===== config.mk =====
export PLATFORM = sky130hd
export DESIGN_NAME = modn_cascade_counter
export DESIGN_NICKNAME = d
export VERILOG_FILES = /design/src/rtl/modn_cascade_counter.sv
export SDC_FILE = /design/constraint.sdc
export NUM_CORES = 1
export LEC_CHECK = 0
export CAP_MARGIN = 20
export CORE_AREA = 5 5 42 44
export CTS_CLUSTER_DIAMETER = 120
export DETAILED_ROUTE_END_ITERATION = 10
export DIE_AREA = 0 0 47 49
export PLACE_DENSITY_LB_ADDON = 0.05
export SLEW_MARGIN = 5
export SYNTH_ARGS = -nofsm -noshare
export SYNTH_HDL_FRONTEND = slang
export SYNTH_SLANG_ARGS = --single-unit

===== constraint.sdc =====
create_clock -name clk -period 4.8 [get_ports clk]
set_input_delay 0.96 -clock clk [delete_from_list [all_inputs] [get_ports clk]]
set_output_delay 0.96 -clock clk [all_outputs]
set_load 0.03 [all_outputs]

===== src/rtl/modn_cascade_counter.sv =====
// Cascadable modulo-N up/down counter stage with IDLE/RUN/PAUSE run control.
// Chain stages by feeding each stage's cout into the next stage's cin.
`timescale 1ns/1ps
module modn_cascade_counter #(
  parameter int unsigned MODULUS = 10,
  parameter int unsigned WIDTH   = 4
) (
  input  logic             clk,
  input  logic             reset,
  input  logic             start_resume,
  input  logic             stop,
  input  logic             clear,
  input  logic             load,
  input  logic [WIDTH-1:0] load_value,
  input  logic             up_down,
  input  logic             cin,
  output logic [WIDTH-1:0] number,
  output logic             cout,
  output logic             running
);

  typedef enum logic [1:0] {IDLE, RUN, PAUSE} state_t;

  localparam logic [WIDTH-1:0] MAX_VAL = WIDTH'(MODULUS - 1);
  localparam logic [WIDTH:0]   MOD_EXT = (WIDTH+1)'(MODULUS);

  state_t           state;
  logic             count_en;
  logic             at_limit;
  logic [WIDTH-1:0] next_count;
  logic [WIDTH-1:0] load_sat;

  always_comb begin
    count_en   = (state == RUN) & cin & ~clear & ~load;
    at_limit   = up_down ? (number == MAX_VAL) : (number == '0);
    next_count = number;
    if (up_down)
      next_count = at_limit ? '0 : number + WIDTH'(1);
    else
      next_count = at_limit ? MAX_VAL : number - WIDTH'(1);
    // Out-of-range loads saturate so number never leaves 0..MODULUS-1.
    load_sat = ({1'b0, load_value} < MOD_EXT) ? load_value : MAX_VAL;
  end

  assign running = (state == RUN);
  assign cout    = count_en & at_limit;

  always_ff @(posedge clk) begin
    if (reset) begin
      number <= '0;
      state  <= IDLE;
    end else if (clear) begin
      number <= '0;
      state  <= IDLE;
    end else if (load) begin
      number <= load_sat;
    end else begin
      // Count decision uses the current state, so the stop cycle still counts.
      if (count_en)
        number <= next_count;
      case (state)
        IDLE:    if (start_resume && !stop) state <= RUN;
        RUN:     if (stop) state <= PAUSE;
        PAUSE:   if (start_resume && !stop) state <= RUN;
        default: state <= IDLE;
      endcase
    end
  end

endmodule


## Word-level counts from Yosys, hierarchy flattened

Index checks and enable logic that the tools add are counted.

| storage, ports and cells | value |
|---|---|
| flip-flop bits (word level) | 6 |
| input bits | 12 |
| output and inout port bits | 6 |
| word-level logic and storage cells | 34 |

| cells by class | value |
|---|---|
| add/sub/neg operators | 2 |
| $lt $le $gt $ge | 1 |
| eq/ne operators | 5 |
| multiplexer cells | 10 |
| bitwise operators | 6 |
| reductions and logical operators | 8 |

Operators by type and width:

| operator | number |
|---|---|
| 4-bit 2-to-1 mux | 6 |
| 4-bit by 1-bit adder with 4-bit output (second input constant) | 1 |
| 1-bit bitwise AND | 4 |
| 4-bit equality test (second input constant) | 1 |
| 4-bit zero test | 1 |
| 4-bit < comparator (second input constant) | 1 |
| 2-bit 2-to-1 mux | 2 |
| 2-bit case mux with 2 select lines | 1 |
| 2-bit OR reduction | 2 |
| 4-bit by 1-bit subtractor with 4-bit output (second input constant) | 1 |
| 3-bit AND reduction | 1 |
| 2-bit by 1-bit equality test with 1-bit output (second input constant) | 1 |
| 2-bit equality test (second input constant) | 1 |
| 2-bit zero test | 1 |
| 2-bit by 1-bit inequality test with 1-bit output (second input constant) | 1 |
| 2-bit inequality test (second input constant) | 1 |
| 1-bit NOT | 2 |
| 2-bit nonzero test | 1 |
| 1-bit logical AND | 1 |
| 1-bit zero test | 1 |
| 1-bit 2-to-1 mux | 1 |

## Logic depth before layout (Yosys ltp)

| logic depth | value |
|---|---|
| depth in word-level cells | 6 |
| gate-level depth with buffers | 6 |
| mapped depth without buffers | 6 |

## Worst setup path before layout

No wires, ideal clock.

| path | value |
|---|---|
| path kind | in2out |
| from | input up_down |
| to | output cout |
| arrival time | 2333 ps |
| required time | 3840 ps |
| setup slack | 1507 ps |
| stages on the path | 4 |
| buffers on the path | 1 |
| path through | buf_4 > or3b_1 > a21o_1 > nor3_1 |

| on the way | value |
|---|---|
| longest elaborated chain between the ends | 2 |

Ends and longest elaborated chain:

| element | RTL line | RTL |
|---|---|---|
| from (decl) | 15 | `input logic up_down,` |
| 1-bit 2-to-1 mux | 35 | `at_limit = up_down ? (number == MAX_VAL) : (number == '0);` |
| 1-bit bitwise AND | 46 | `assign cout = count_en & at_limit;` |
| to (decl) | 18 | `output logic cout,` |

No other way between the ends.

## Worst setup path in the final report

Same ends and word-level chain as after synthesis.

==> out/metrics.csv <==
metric,value,unit
cpLargestDelayFamily,buffers and inverters,
antennaDiodeCount,0,
synth_seq_area_share,22.4,%
synth_cell_types,34,
first_pass_iters,4,
routed_via_density,5.50,
worstPathMaxFanout,9,
path_class,input port to output pin,
finalPower,136,uW
clock_skew,0.00301,ns
synthTopCellsByArea,"dfxtp_1 22%, ha_1 7.0%, o21ai_0 6.5%",
worstHoldPathType,flip-flop to flip-flop,
cts_tree,built,
die_w,47,um
max-slew-margin-rel,71.8,%
critPathBufInv,2,
area_growth,34.0,%
powerDensity,188,mW/mm2
holdPathStages,2,
syn_area_per_cell,7.56,um2
gp_congestion,0.789,
seq_area,120,um2
fin_nets,103,
core_region_area,0.00140,mm2
track_usage,13.0,%
nFillCells,142,
synth_fp_nets,86,
cp-end-kind,output pin,
synth_commonest_cells,"7 x o21ai_0, 6 x dfxtp_1, 6 x nor2_1",
rrSetupSlack,3.07,ns
synth_enable_flop_cells,0,
p_leak,0.267,nW
status,"complete, no violations",
grt_max_degree,14,
cts_resized,0,
start_kind,input port,
hold_buffers,0,
drive_gt1_share,5.81,%
clkSlewWorstSetupHoldPaths,0.04,ns
max_freq,250,MHz
critPathRequiredTime,3.84,ns
die_area,0.00230,mm2
whs,0.502,ns
drc_errors,0,
io_pins,18,
multiInputGateArea,372,um2
crit_arrival,3.03,ns
post-route-period-util,83.2,%
overflow,0,
syn_inst,71,
vias,561,
synth.largest_area_cell,dfxtp_1,
yosysWarningCount,0,
slowest_stage,clkdlybuf4s50_1,
grt_pass1_wl,2170,um
cts-buffers-inserted,3,
cts_sinks,6,
irDropWorstVdd,0.000161,V
setup_viol,0,
slowest_delay,0.70,ns
rsz0062_at_grt,false,
port_buffers,17,
hpwl,1040,um
dp_slack,0.824,ns
first_iter_violations,14,
crit_top_cell,clkdlybuf4s50_1,
routed_wl,1350,um
synth_most_common_cell,o21ai_0,
fin_tns_setup,0,ns
grt_antenna_before_repair,0,
setup_ws,0.808,ns
rows,14,
start_util,38.3,%
hold_viol,0,
cts_root_buf,clkbuf_4,
dieHeight,49,um
reg2regPathDepth,6,
cap_viol_max_count,0,
cp_cell_sequence,clkdlybuf4s50_1 -> or3b_1 -> a21o_1 -> nor3_1 -> clkdlybuf4s50_1,
clkLatencyLatePin,0.25,ns
htree_levels,1,
grt_pass1_vias,502,
ys.flop_type,dfxtp_1,
ant_nets,0,
synth_top_cell_area_share,22.4,%
report.final.slew_viol_count,0,
syn_area,537,um2
async_flop_share,0,%
postCtsSetupBuffers,0,
worst_pin_slew,0.422,ns
ys_ff_latch,6,
ctsLongestPathBuffers,2,
layout_min_cycle_time,3.99,ns
path_depth,5,
avgRoutedWirePerCell,13.3,um
[cells by family (layout without fill, tap and decap cells)]
kind of cell               Yosys count  in the layout  synth area share [%]
AOI/OAI and AO/OA                   23             23                  29.4
adders and majority gates            3              3                  6.99
DFF                                  6              6                  22.4
xor gates and xnor gates             1              1                  1.63
muxes                                2              2                  3.73
buffers and inverters                9             24                  8.39
and+or+nand+nor                     27             27                  27.5
[final cells by class]
class                   count  area share, %
flip-flops and latches      6           16.7
repair buffers             17           23.7
well taps                  16           2.78
multi-input cells          56           51.7
clock buffers               3           3.13
inverters                   4           2.09
[flip-flops by register name, indices dropped and copies added, names as in the netlist]
signal and count:
number 4, state 2
[per-stage QoR]
step	utilization, %	cell area [um2]	instances
3_5_place_dp	49.7	697	99
4_1_cts	51.3	719	102
3_3_place_gp	49.7	697	99
5_1_grt	51.3	719	102
2_1_floorplan	-	537	71
6_report	51.3	719	102
[layer usage]
layer / part of all wire, % / global-route usage (%) / routed length [um] / vias up
li1: - / - / - / 286
met1: 47 / 17.6 / 634 / 249
met2: 44 / 17.4 / 595 / 21
met3: 6.4 / 3.32 / 86 / 5
met4: 2.8 / 8.29 / 38 / 0
met5: 0 / 0 / 0 / -
[final timing paths]
check                                end                   start
hold reg to reg    state[1]$_SDFFE_PP0P_   state[1]$_SDFFE_PP0P_
setup / recovery                    cout                 up_down
hold / removal     state[1]$_SDFFE_PP0P_   state[1]$_SDFFE_PP0P_
setup reg to reg  number[1]$_SDFFE_PP0P_  number[0]$_SDFFE_PP0P_
[power breakdown]
| group | internal [mW] | switching [mW] | leakage (nW) |
|---|---|---|---|
| registers | 0.0514 | 0.00304 | 0.0488 |
| clock network | 0.0283 | 0.0190 | 0.0138 |
| logic | 0.0179 | 0.0158 | 0.205 |
[tightest hold or removal path, delay by kind of cell, from the launching register on]
kind	cells	cell delay (ns)
flops	1	0.31
compound gates	2	0.14
[cell usage in the layout, fill, tap and decap left out, types with 2 or more instances in the layout]
master / synthesis / final
dfxtp_1: 6 / 6
nand3_1: 2 / 2
clkbuf_4: 0 / 3
clkdlybuf4s50_1: 0 / 17
nor2b_1: 3 / 3
mux2i_1: 2 / 2
inv_1: 4 / 4
a21oi_1: 4 / 4
nor2_1: 6 / 6
nand2_1: 5 / 5
ha_1: 3 / 3
nand2b_1: 5 / 5
o21ai_0: 7 / 7
Power figures use the tool's default switching activity.
